===== src/rtl/weighted_sum_sequencer.sv =====
// Time-multiplexed weighted-sum engine: one shared multiplier walks the captured
// weight/input pairs, accumulates the products and hands the sum over valid/ready.
module weighted_sum_sequencer #(
    parameter  int NUM_INPUTS = 2,
    parameter  int BIT_LENGTH = 4,
    localparam int ACC_W      = 2*BIT_LENGTH + $clog2(NUM_INPUTS) + 1
) (
    input  logic                                  clk,
    input  logic                                  rst,
    input  logic                                  abort,
    input  logic                                  in_valid,
    output logic                                  in_ready,
    input  logic [NUM_INPUTS-1:0][BIT_LENGTH-1:0] weights,
    input  logic [NUM_INPUTS-1:0][BIT_LENGTH-1:0] inputs,
    output logic                                  out_valid,
    input  logic                                  out_ready,
    output logic [ACC_W-1:0]                      out_sum,
    output logic                                  busy
);

    localparam int PROD_W = 2*BIT_LENGTH;
    localparam int IDX_W  = (NUM_INPUTS > 1) ? $clog2(NUM_INPUTS) : 1;
    localparam logic [IDX_W-1:0] LAST_IDX = IDX_W'(NUM_INPUTS - 1);

    typedef enum logic [1:0] {IDLE, MAC, DRAIN, DONE} state_t;

    state_t                 state_reg;
    logic [IDX_W-1:0]       idx_reg;
    logic [ACC_W-1:0]       acc_reg;
    logic [PROD_W-1:0]      prod_reg;
    logic                   prod_v_reg;
    logic                   in_ready_reg;
    logic                   out_valid_reg;
    logic                   busy_reg;
    logic [ACC_W-1:0]       out_sum_reg;
    logic [BIT_LENGTH-1:0]  w_reg [NUM_INPUTS];
    logic [BIT_LENGTH-1:0]  x_reg [NUM_INPUTS];

    logic                   accept;
    logic [BIT_LENGTH-1:0]  w_sel;
    logic [BIT_LENGTH-1:0]  x_sel;
    logic [PROD_W-1:0]      prod_next;
    logic [ACC_W-1:0]       acc_next;

    // in_ready is only ever high in IDLE, so it doubles as the state qualifier.
    assign accept    = in_valid && in_ready_reg && !abort;
    assign w_sel     = w_reg[idx_reg];
    assign x_sel     = x_reg[idx_reg];
    assign prod_next = PROD_W'(w_sel) * PROD_W'(x_sel);
    assign acc_next  = prod_v_reg ? (acc_reg + ACC_W'(prod_reg)) : acc_reg;

    generate
        for (genvar gi = 0; gi < NUM_INPUTS; gi++) begin : g_capture
            always_ff @(posedge clk) begin
                if (rst) begin
                    w_reg[gi] <= '0;
                    x_reg[gi] <= '0;
                end else if (accept) begin
                    w_reg[gi] <= weights[gi];
                    x_reg[gi] <= inputs[gi];
                end
            end
        end
    endgenerate

    always_ff @(posedge clk) begin
        if (rst) begin
            state_reg     <= IDLE;
            in_ready_reg  <= 1'b1;
            out_valid_reg <= 1'b0;
            out_sum_reg   <= '0;
            busy_reg      <= 1'b0;
            idx_reg       <= '0;
            acc_reg       <= '0;
            prod_reg      <= '0;
            prod_v_reg    <= 1'b0;
        end else if (abort && state_reg != IDLE) begin
            // Drop the in-flight vector; out_sum keeps the last delivered result.
            state_reg     <= IDLE;
            in_ready_reg  <= 1'b1;
            out_valid_reg <= 1'b0;
            busy_reg      <= 1'b0;
            idx_reg       <= '0;
            prod_v_reg    <= 1'b0;
        end else begin
            case (state_reg)
                IDLE: begin
                    if (accept) begin
                        idx_reg      <= '0;
                        acc_reg      <= '0;
                        prod_v_reg   <= 1'b0;
                        in_ready_reg <= 1'b0;
                        busy_reg     <= 1'b1;
                        state_reg    <= MAC;
                    end
                end
                MAC: begin
                    // Product of pair idx lands in acc one cycle later (pipelined).
                    prod_reg   <= prod_next;
                    prod_v_reg <= 1'b1;
                    acc_reg    <= acc_next;
                    idx_reg    <= idx_reg + 1'b1;
                    if (idx_reg == LAST_IDX) begin
                        state_reg <= DRAIN;
                    end
                end
                DRAIN: begin
                    out_sum_reg   <= acc_next;
                    out_valid_reg <= 1'b1;
                    state_reg     <= DONE;
                end
                DONE: begin
                    if (out_ready) begin
                        out_valid_reg <= 1'b0;
                        in_ready_reg  <= 1'b1;
                        busy_reg      <= 1'b0;
                        state_reg     <= IDLE;
                    end
                end
                default: begin
                    state_reg     <= IDLE;
                    in_ready_reg  <= 1'b1;
                    out_valid_reg <= 1'b0;
                    busy_reg      <= 1'b0;
                end
            endcase
        end
    end

    assign in_ready  = in_ready_reg;
    assign out_valid = out_valid_reg;
    assign out_sum   = out_sum_reg;
    assign busy      = busy_reg;

endmodule


===== config.mk =====
export PLATFORM = sky130hd
export DESIGN_NAME = weighted_sum_sequencer
export DESIGN_NICKNAME = d
export VERILOG_FILES = /design/src/rtl/weighted_sum_sequencer.sv
export SDC_FILE = /design/constraint.sdc
export NUM_CORES = 1
export LEC_CHECK = 0
export CAP_MARGIN = 20
export CELL_PAD_IN_SITES_DETAIL_PLACEMENT = 1
export CELL_PAD_IN_SITES_GLOBAL_PLACEMENT = 1
export CORE_MARGIN = 1.5
export CORE_UTILIZATION = 39
export DETAILED_ROUTE_END_ITERATION = 7
export GPL_TIMING_DRIVEN = 0
export PLACE_DENSITY = 0.86
export SLEW_MARGIN = 20
export SYNTH_ARGS = -nofsm -noshare
export SYNTH_HDL_FRONTEND = slang
export SYNTH_SLANG_ARGS = --single-unit

===== constraint.sdc =====
create_clock -name clk -period 3.6 [get_ports clk]
set_input_delay 0.72 -clock clk [delete_from_list [all_inputs] [get_ports clk]]
set_output_delay 0.72 -clock clk [all_outputs]
set_load 0.02 [all_outputs]

==> results.toml <==
[job]
drv.max_cap_violation_count = 0

[synthesis]
synth_top_area_frac = 0.234
post_synth_instance_area_mm2 = 0.00308
synth_enable_flop_cells = 16
synth-seq-cells = 52
synth_nets = 384
sequential_share_of_the_synthesized_area = 0.389
most_used_flip_flop_cell_after_synthesis = "dfxtp_1"
netlist.top_cell.by_area = "dfxtp_1"
yosys_warnings = 0
yosys.cell_count.top_type = "dfxtp_1"
yosys-top-cells-area = "dfxtp_1 (23%), edfxtp_1 (16%), ha_1 (9.7%)"
synth.top_cells.by_count = "dfxtp_1 (36), nand2_1 (34), a21oi_1 (31), nor2_1 (27), ha_1 (24)"
synthArstFlopShare = 0
post_synth.cell_area_avg_um2 = 9.23
postSynthCellCount = 334
synth_cell_type_count = 45

[die]
die_y_um = 91.9
io_pins = 34
placement_rows = 32
placeableCoreArea_mm2 = 0.00769
die_area_mm2 = 0.00845
start_util = 0.401
die_width_um = 91.9

[min_path]
hold_path.class = "register to register"

[timing]
accumulated_negative_setup_slack_ns = 0
rsz0062_at_grt = "no"
post-route-min-period_ns = 3.44
final-setup-viol-count = 0
timing.final.max_slew_violations = 0
max-slew-margin-rel = 0.564
hold_violations = 0
max_freq_mhz = 291
worst_clock_skew_ns = 0.00426
hold-worst-slack_ns = 0.464
period_share = 0.956
fin_ws_ns = 0.160
timing_worst_slew_pin_value_ns = 0.653

[place]
gp_congestion = 0.862
count_of_input_and_output_buffers = 32
place_hpwl_um = 6400
preCtsSetupSlack_ns = -0.0940

[global_route]
grt.total_usage = 0.205
overflow = 0
initial_antenna_violation_count = 0
grt_first_pass_wirelength_um = 13600
grt_max_degree = 17
grt_pass1_vias = 2803

[run_status]
run_status = "finished, final reports clean"

[routing]
routed_length_per_instance_um = 17.2
final_antenna_net_count = 0
totalWireLength_um = 8180
average_vias_per_placed_instance = 5.60
drt_pre_antenna_iters = 4
drcViolationCount = 0
routed-via-count = 2665
drt-initial-drc-count = 101

[pwr]
power.ir.vdd_worst_v = 0.000331
power_density_mw_per_mm2 = 488
static-leakage-power_nw = 1.41
total_chip_power_w = 0.00177

[clocking]
htree_levels = 2
cts.path.max_buffers = 2
clk_transition_reported_paths_ns = 0.10
tritoncts = "yes"
cts-root-buf = "clkbuf_8"
clk-insertion-delay-late_ns = 0.31
postcts_setup_bufs = 0
post_cts_resize_count = 1
numCtsBuffers = 5
clock_sink_count = 52
hold_buffers = 0

[cells_and_area]
layout_nets = 423
total_inserted_antenna_cells = 0
fin_util = 0.472
final_layout_size_suffix_gt1_frac = 0.0588
area_grow_syn2layout_pct = 17.6
fill_cells = 907

[setup_path]
worst_ep_arrival_time_ns = 3.69
worst_ep_required_time_ns = 3.85
worstPathMaxFanout = 10
worst-setup-path-type = "register to register"
critical_path.endpoint_type = "register"
cp-start-kind = "register"
## power breakdown
part	internal, W	switching (W)
Combinational	0.000245	0.000396
Sequential	0.000690	0.0000700
Clock	0.000160	0.000210
## through the flow
stage | cells | cell area, um^2
floorplan | 334 | 3080
global placement | 468 | 3530
detailed placement | 468 | 3530
CTS | 476 | 3630
global route | 476 | 3630
finish | 476 | 3630
## critical path: stages (launching register included)
cell and delay [ns]:
dfxtp_1 0.39, clkbuf_2 0.24, buf_2 0.24, a32oi_1 0.15
fa_1 0.56, inv_1 0.06, fa_1 0.52, fa_1 0.48
a21o_1 0.20, a21oi_1 0.18, xnor2_1 0.14, nand2_1 0.07
a21oi_1 0.14
## logic make-up after synthesis
logic type                 count (synthesis)  synth area share
and+or+nand+nor                          113             0.178
AOI/OAI and AO/OA                        101             0.232
DFF                                       52             0.389
adders and majority gates                 29             0.130
buffers and inverters                     27            0.0353
xor gates and xnor gates                   7            0.0199
muxes                                      5            0.0162
## cell type report
type | instances | area [um^2] | share of cell area
Buffer | 13 | 58.8 | 0.0162
Clock buffer | 7 | 87.6 | 0.0241
Clock inverter | 1 | 6.26 | 0.00172
Inverter | 14 | 52.6 | 0.0145
Multi-Input combinational cell | 255 | 1770 | 0.489
Sequential cell | 52 | 1200 | 0.331
Tap cell | 102 | 128 | 0.0352
Timing Repair Buffer | 32 | 320 | 0.0883
## layer usage
metal,vias up,GRT usage,part of all wire
met5,-,0,0
met4,0,0.0679,0.019
met3,15,0.0282,0.032
met2,54,0.368,0.50
met1,1296,0.251,0.45
li1,1300,-,-
## layout by cell type (no fill, tap or decap), types with 5 or more instances in the layout
cell and n:
nand2_1 34, dfxtp_1 36, mux2i_1 5, ha_1 24, o21ai_0 14, and2_1 18
a21oi_1 31, a31oi_1 6, buf_2 6, nor2b_1 8, inv_1 14, nand3_1 10
a21o_1 5, fa_1 5, clkdlybuf4s50_1 32, a32o_1 11, a32oi_1 6, edfxtp_1 16
a211oi_1 7, nor2_1 27, clkbuf_8 6
## path summary, 6_finish.rpt
check | start | endpoint | slack (ns) | depth (start not counted)
max | register | prod_reg[6] | 0.16 | 12
min | out_sum[1] | out_sum[1] | 0.46 | 2
max reg2reg | register | prod_reg[6] | 0.16 | 12
min reg2reg | out_sum[1] | out_sum[1] | 0.46 | 2
Power figures use the tool's default switching activity.
